--- src/rtl/control_unit.sv ---
// Hardwired control sequencer for the mini-SRC CPU: fetch, decode IR[31:27],
// and walk each instruction's control steps, one step per clock.
module control_unit #(
  parameter logic [4:0] ALU_ADD_ADDR = 5'b00001,
  parameter logic [4:0] ALU_ADD_PC   = 5'b00011
) (
  input  logic        clk,
  input  logic        reset_n,
  input  logic [31:0] IR_Data,
  input  logic        con_output,
  output logic        PC_enable,
  output logic        PC_increment_enable,
  output logic        IR_enable,
  output logic        Y_enable,
  output logic        Z_enable,
  output logic        MAR_enable,
  output logic        MDR_enable,
  output logic        r_enable,
  output logic        con_enable,
  output logic        read,
  output logic        write,
  output logic        Gra,
  output logic        Grb,
  output logic        ba_select,
  output logic        PC_select,
  output logic        Z_LO_select,
  output logic        MDR_select,
  output logic        c_select,
  output logic        r_select,
  output logic [4:0]  alu_instruction,
  output logic        run,
  output logic [3:0]  step
);

  typedef enum logic [3:0] {
    S_T0    = 4'd0,
    S_T1    = 4'd1,
    S_T2    = 4'd2,
    S_T3    = 4'd3,
    S_T4    = 4'd4,
    S_T5    = 4'd5,
    S_T6    = 4'd6,
    S_T7    = 4'd7,
    S_RESET = 4'd8,
    S_HALT  = 4'd9
  } step_e;

  typedef enum logic [4:0] {
    OP_LD   = 5'b00000,
    OP_LDI  = 5'b00001,
    OP_ST   = 5'b00010,
    OP_ADDI = 5'b01100,
    OP_ANDI = 5'b01101,
    OP_ORI  = 5'b01110,
    OP_BR   = 5'b10010,
    OP_JR   = 5'b10011,
    OP_NOP  = 5'b11010,
    OP_HALT = 5'b11011
  } opcode_e;

  step_e      step_q, step_d;
  logic [4:0] opcode;
  logic       unused_ir;

  logic is_ld, is_ldi, is_st, is_imm, is_br, is_jr, is_halt;
  logic is_mem;

  assign opcode    = IR_Data[31:27];
  assign unused_ir = ^IR_Data[26:0];

  always_comb begin
    is_ld   = (opcode == OP_LD);
    is_ldi  = (opcode == OP_LDI);
    is_st   = (opcode == OP_ST);
    is_imm  = (opcode == OP_ADDI) || (opcode == OP_ANDI) || (opcode == OP_ORI);
    is_br   = (opcode == OP_BR);
    is_jr   = (opcode == OP_JR);
    is_halt = (opcode == OP_HALT);
    is_mem  = is_ld || is_ldi || is_st;
  end

  always_ff @(posedge clk) begin
    if (!reset_n) step_q <= S_RESET;
    else          step_q <= step_d;
  end

  // Every path returns to T0; anything unexpected (including illegal step
  // codes) falls back to RESET so the sequencer always recovers.
  always_comb begin
    step_d = S_RESET;
    case (step_q)
      S_RESET: step_d = S_T0;
      S_T0:    step_d = S_T1;
      S_T1:    step_d = S_T2;
      S_T2:    step_d = S_T3;
      S_T3: begin
        if (is_halt)                      step_d = S_HALT;
        else if (is_mem || is_imm || is_br) step_d = S_T4;
        else                              step_d = S_T0;
      end
      S_T4: begin
        if (is_mem || is_imm || is_br) step_d = S_T5;
        else                           step_d = S_T0;
      end
      S_T5: begin
        if (is_ld || is_st || is_br) step_d = S_T6;
        else                         step_d = S_T0;
      end
      S_T6: begin
        if (is_ld || is_st) step_d = S_T7;
        else                step_d = S_T0;
      end
      S_T7:    step_d = S_T0;
      S_HALT:  step_d = S_HALT;
      default: step_d = S_RESET;
    endcase
  end

  always_comb begin
    PC_enable           = 1'b0;
    PC_increment_enable = 1'b0;
    IR_enable           = 1'b0;
    Y_enable            = 1'b0;
    Z_enable            = 1'b0;
    MAR_enable          = 1'b0;
    MDR_enable          = 1'b0;
    r_enable            = 1'b0;
    con_enable          = 1'b0;
    read                = 1'b0;
    write               = 1'b0;
    Gra                 = 1'b0;
    Grb                 = 1'b0;
    ba_select           = 1'b0;
    PC_select           = 1'b0;
    Z_LO_select         = 1'b0;
    MDR_select          = 1'b0;
    c_select            = 1'b0;
    r_select            = 1'b0;
    alu_instruction     = '0;
    run                 = 1'b1;
    step                = step_q;

    case (step_q)
      S_T0: begin
        PC_select  = 1'b1;
        MAR_enable = 1'b1;
      end
      S_T1: begin
        PC_increment_enable = 1'b1;
        read                = 1'b1;
        MDR_enable          = 1'b1;
      end
      S_T2: begin
        MDR_select = 1'b1;
        IR_enable  = 1'b1;
      end
      S_T3: begin
        if (is_mem) begin
          Grb       = 1'b1;
          ba_select = 1'b1;
          Y_enable  = 1'b1;
        end else if (is_imm) begin
          Grb      = 1'b1;
          r_select = 1'b1;
          Y_enable = 1'b1;
        end else if (is_br) begin
          Gra        = 1'b1;
          r_select   = 1'b1;
          con_enable = 1'b1;
        end else if (is_jr) begin
          Gra       = 1'b1;
          r_select  = 1'b1;
          PC_enable = 1'b1;
        end
      end
      S_T4: begin
        if (is_mem) begin
          c_select        = 1'b1;
          alu_instruction = ALU_ADD_ADDR;
          Z_enable        = 1'b1;
        end else if (is_imm) begin
          c_select        = 1'b1;
          alu_instruction = opcode;
          Z_enable        = 1'b1;
        end else if (is_br) begin
          PC_select = 1'b1;
          Y_enable  = 1'b1;
        end
      end
      S_T5: begin
        if (is_ldi || is_imm) begin
          Z_LO_select = 1'b1;
          Gra         = 1'b1;
          r_enable    = 1'b1;
        end else if (is_ld || is_st) begin
          Z_LO_select = 1'b1;
          MAR_enable  = 1'b1;
        end else if (is_br) begin
          c_select        = 1'b1;
          alu_instruction = ALU_ADD_PC;
          Z_enable        = 1'b1;
        end
      end
      S_T6: begin
        if (is_ld) begin
          read       = 1'b1;
          MDR_enable = 1'b1;
        end else if (is_st) begin
          Gra        = 1'b1;
          r_select   = 1'b1;
          MDR_enable = 1'b1;
        end else if (is_br) begin
          Z_LO_select = 1'b1;
          PC_enable   = con_output;
        end
      end
      S_T7: begin
        if (is_ld) begin
          MDR_select = 1'b1;
          Gra        = 1'b1;
          r_enable   = 1'b1;
        end else if (is_st) begin
          write = 1'b1;
        end
      end
      S_HALT: run = 1'b0;
      default: ;
    endcase
  end

endmodule

--- config.mk ---
export PLATFORM = sky130hd
export DESIGN_NAME = control_unit
export DESIGN_NICKNAME = d
export VERILOG_FILES = /design/src/rtl/control_unit.sv
export SDC_FILE = /design/constraint.sdc
export NUM_CORES = 1
export LEC_CHECK = 0
export CORE_MARGIN = 3
export CORE_UTILIZATION = 34
export CTS_BUF_LIST = sky130_fd_sc_hd__clkbuf_16
export CTS_CLUSTER_SIZE = 14
export DETAILED_ROUTE_END_ITERATION = 8
export PLACE_DENSITY = 0.89
export SETUP_SLACK_MARGIN = 0.02
export SYNTH_ARGS = -nofsm -noshare
export SYNTH_HDL_FRONTEND = slang
export SYNTH_SLANG_ARGS = --single-unit
--- constraint.sdc ---
create_clock -name clk -period 5.8 [get_ports clk]
set_input_delay 1.45 -clock clk [delete_from_list [all_inputs] [get_ports clk]]
set_output_delay 1.45 -clock clk [all_outputs]
set_load 0.03 [all_outputs]
; Word level (Yosys, flattened, before mapping)
; Cells that the tools add are included.
[classes]
eq_ne = 17
mux = 61
n_reduce_logical = 12
[ops]
columns = operator, count
row1 = 1-bit 2-to-1 mux, 37
row2 = 4-bit one-hot mux with 9 select lines, 1
row3 = 1-bit one-hot mux with 2 select lines, 11
row4 = "4-bit by 3-bit equality test with 1-bit output, second input constant", 4
row5 = "5-bit by 4-bit equality test with 1-bit output, second input constant", 3
row6 = "5-bit equality test, second input constant", 3
row7 = 3-bit 2-to-1 mux, 4
row8 = 5-bit 2-to-1 mux, 2
row9 = 5-bit one-hot mux with 2 select lines, 1
row10 = 1-bit logical OR, 9
row11 = "4-bit by 2-bit equality test with 1-bit output, second input constant", 2
row12 = "4-bit equality test, second input constant", 2
row13 = 2-bit 2-to-1 mux, 3
row14 = "5-bit by 1-bit equality test with 1-bit output, second input constant", 1
row15 = "5-bit by 2-bit equality test with 1-bit output, second input constant", 1
row16 = 5-bit logical NOT, 1
row17 = "4-bit by 1-bit equality test with 1-bit output, second input constant", 1
row18 = 4-bit logical NOT, 1
row19 = 4-bit 2-to-1 mux, 1
row20 = 1-bit one-hot mux with 4 select lines, 1
row21 = 2-bit OR reduction, 1
[totals]
out_inout_bits = 29
inputBits = 35
ff_bits = 4
wordCells = 91

; Longest topological paths before layout
[logic_depth]
depth_word = 8
depth_mapped = 6
ltp_nobuf = 4

; Worst setup path before layout
; Ideal clock, no wire load.
[synth_path]
kind = in2out
start = input IR_Data[29]
end = output PC_select
slack_ns = 0.870
n_path_buf = 1
arrival_time_ns = 3.480
cell_stages = 4
required_ns = 4.350
path_cell_list = buf_6 -> nor2b_2 -> nand3_1 -> a2111oi_0
[synth_via]
elab_chain_len = 6
elab_cells_between_ends = 15
cone_classes = 6 x eq/ne / 4 x mux / 5 x reduce/logical
[synth_rtl]
columns = item, line
row1 = "start, declared", 9  ; input logic [31:0] IR_Data,
row2 = 5-bit by 4-bit equality test with 1-bit output, 75  ; is_imm = (opcode == OP_ADDI) || (opcode == OP_ANDI) || (opcode == OP_ORI);
row3 = 1-bit logical OR (2 in a row), 75
row4 = 1-bit 2-to-1 mux, 181  ; end else if (is_imm) begin
row5 = 1-bit 2-to-1 mux *, n/a
row6 = 1-bit one-hot mux with 2 select lines *, 143  ; case (step_q)
row7 = "end, declared", 25  ; output logic PC_select,
; Mark *: on every way between the ends. The rest lies on a longest branch, timed or not.

; Worst setup path after layout
[layout_path]
start = input IR_Data[29]
end = output Z_enable
[layout_via]
elab_chain_len = 6
elab_cells_between_ends = 19
cone_classes = 6 x eq/ne / 6 x mux / 7 x reduce/logical
[layout_rtl]
columns = item, line
row1 = 5-bit by 4-bit equality test with 1-bit output, 75
row2 = 1-bit logical OR (2 in a row), 75
row3 = 1-bit 2-to-1 mux / 1-bit logical OR (equally long branches), "181, 191"
row4 = 1-bit 2-to-1 mux (on tied branches), n/a
row5 = 1-bit one-hot mux with 2 select lines *, 143
row6 = "end, declared", 15  ; output logic Z_enable,
; Marked as above.

==> flow_summary.toml <==
[run_status]
outcome = "completed"

[pwr]
p_per_area_nw_per_um2 = 179
peakVddDrop_mv = 0.197
power.leakage_nw = 0.393

[sta]
rsz0062_at_grt = "false"
worst_pin_slew_ps = 550
period_minus_slack_ps = 5180
timing.fmax_mhz = 193
period_share = 0.893
slew_headroom = 0.633
slew_viol_final = 0
finalHoldViolations = 0
setup_violations = 0
skew_ps = 1.54
fin_tns_setup_ps = 0

[clock_network]
clock_latency_ps = 220
numCtsBuffers = 3
clock_path_buffers = 2
cts_root_buf = "clkbuf_16"
cts_hold_buf = 0
post_cts_buffers = 0
cts-resized-gates = 0
htreeDepth = 1
path_clk_slew_ps = 30
cts_tree = "yes"
clock-sinks = 4

[worst_setup_path]
reg2reg_depth = 4
crit_path_max_incr_delay_ps = 720
slowest_stage = "clkdlybuf4s50_1"
crit_top_cell = "clkdlybuf4s50_1"
path_cells = "clkdlybuf4s50_1 -> nor2b_2 -> nand3_1 -> or3_1 -> o21ai_0 -> clkdlybuf4s50_1"
cp_max_fo = 8
end_kind = "primary output"
crit_required_ps = 4350
start_kind = "primary input"
worstPathArrival_ps = 3730
criticalPathCategory = "in -> out"

[floorplan]
core_sq_um = 1980
die_x_um = 52.1
rows = 16
die_h_um = 52.1
start_util = 0.365
ioPinCount = 64
die_area_sq_um = 2720

[global_route]
grt_antenna_before_repair = 0
grt_pass1_wl_um = 3640
grt_use_total = 0.176
grt_pass1_vias = 782
grt_max_degree = 19
grt_overflow = 0

[yosys]
ys.flop_type = "dfxtp_1"
synth_top_area_cell = "dfxtp_1"
synth_top_area_frac = 0.111
ys_seq_area_frac = 0.111
ys_ff_latch = 4
postSynthNetCount = 145
ys_types = 45
syn_area_sq_um = 723
synth_area_leaders = "dfxtp_1 (11%), nor2_1 (8.3%), nand2_1 (6.7%)"
synth_edf_count = 0
avgSynthCellArea_sq_um = 6.57
ys_warn_count = 0
async_flop_share = 0
synthCells = 110

[place]
dp_hpwl_um = 1690
gp_congestion = 0.896
io_buffers = 35

[min_path]
hold_path_depth = 2
hp-class = "reg -> reg"

[job]
cap_viol_max_count = 0

[detailed_routing]
viasPerCell = 5.60
wl_per_cell_um = 13.4
vias = 930
drt_iter0_drc = 31
routed_wl_um = 2230
antenna_left = 0
dr.pass1.iters = 4
drc = 0

[cells_and_area]
drive_above_1_share = 0.0791
area_delta_synth_final_pct = 56.9
largest_reg_flops = 4
antenna_cells = 0
utilization = 0.573
finalNetCount = 176
==> critical path, delay by kind of cell <==
| family | cells | cell delay [ps] |
|---|---|---|
| compound gates | 1 | 130 |
| buf+inv | 2 | 1290 |
| simple gates | 3 | 860 |
==> path summary, 6_finish.rpt <==
kind              endpoint        start  slack [ps]
setup / recovery  Z_enable  IR_Data[29]         620
hold / removal     step[3]      step[1]         680
setup reg to reg   step[1]      step[0]        4250
hold reg to reg    step[3]      step[1]         680
==> cells by family after synthesis <==
group           share of synthesized area
compound gates                      0.329
xor+xnor                           0.0121
buf+inv                             0.102
flops                               0.111
other cells                       0.00519
simple gates                        0.441
==> routing by layer <==
layer,share of wire,up-vias,track usage
met3,0.094,2,0.0516
li1,-,461,-
met5,0,-,0
met1,0.43,418,0.228
met2,0.47,49,0.285
met4,0.0036,0,0.0393
==> cell type report <==
type                    instances  area (sq um)
fillers                       174           847
multi-input cells              92           569
repair buffers                 37           365
flip-flops and latches          4          80.1
clock buffers                   3          75.1
well taps                      27          33.8
inverters                       3          11.3
==> per-stage QoR <==
| stage | instance area [sq um] | total power, W | hold WS (ps) | instances | setup slack (ps) |
|---|---|---|---|---|---|
| floorplan | 723 | 0.0000760 | 748 | 110 | 870 |
| global placement | 1060 | 0.0000966 | 675 | 163 | 683 |
| detailed placement | 1060 | 0.0000969 | 664 | 163 | 642 |
| CTS | 1130 | 0.000205 | 686 | 166 | 637 |
| global route | 1130 | 0.000215 | 736 | 166 | 435 |
| finish | 1130 | 0.000203 | 678 | 166 | 619 |
==> cells in the mapped netlist, drive strengths merged, types with 4 or more instances <==
master  count
buf         9
dfxtp       4
nand2      13
nand2b      5
nand3       4
nor2       16
nor2b       4
o21ai       6
==> power breakdown <==
group	switching [W]	total [W]	internal (W)	leakage, nW
sequential	0.00000684	0.0000363	0.0000294	0.0329
combinational	0.0000351	0.0000610	0.0000259	0.323
clock	0.0000181	0.000106	0.0000880	0.0370
total	0.0000600	0.000203	0.000143	0.393
==> cell usage in the layout (no fill, tap or decap), drive strengths merged <==
master / instances
a2111oi: 1
a211oi: 1
a21boi: 1
a21o: 1
a21oi: 3
a221oi: 1
a2bb2oi: 2
a32oi: 3
a41o: 2
and2: 3
and3: 2
buf: 2
clkbuf: 3
clkdlybuf4s50: 35
conb: 1
dfxtp: 4
inv: 3
nand2: 13
nand2b: 5
nand3: 4
nand3b: 1
nand4: 1
nor2: 16
nor2b: 4
nor3: 3
nor3b: 2
nor4: 1
nor4b: 2
o21ai: 6
o22a: 1
o22ai: 3
o31ai: 2
o32ai: 2
or3: 2
or3b: 1
or4: 1
xnor2: 1
Power figures use the tool's default switching activity.
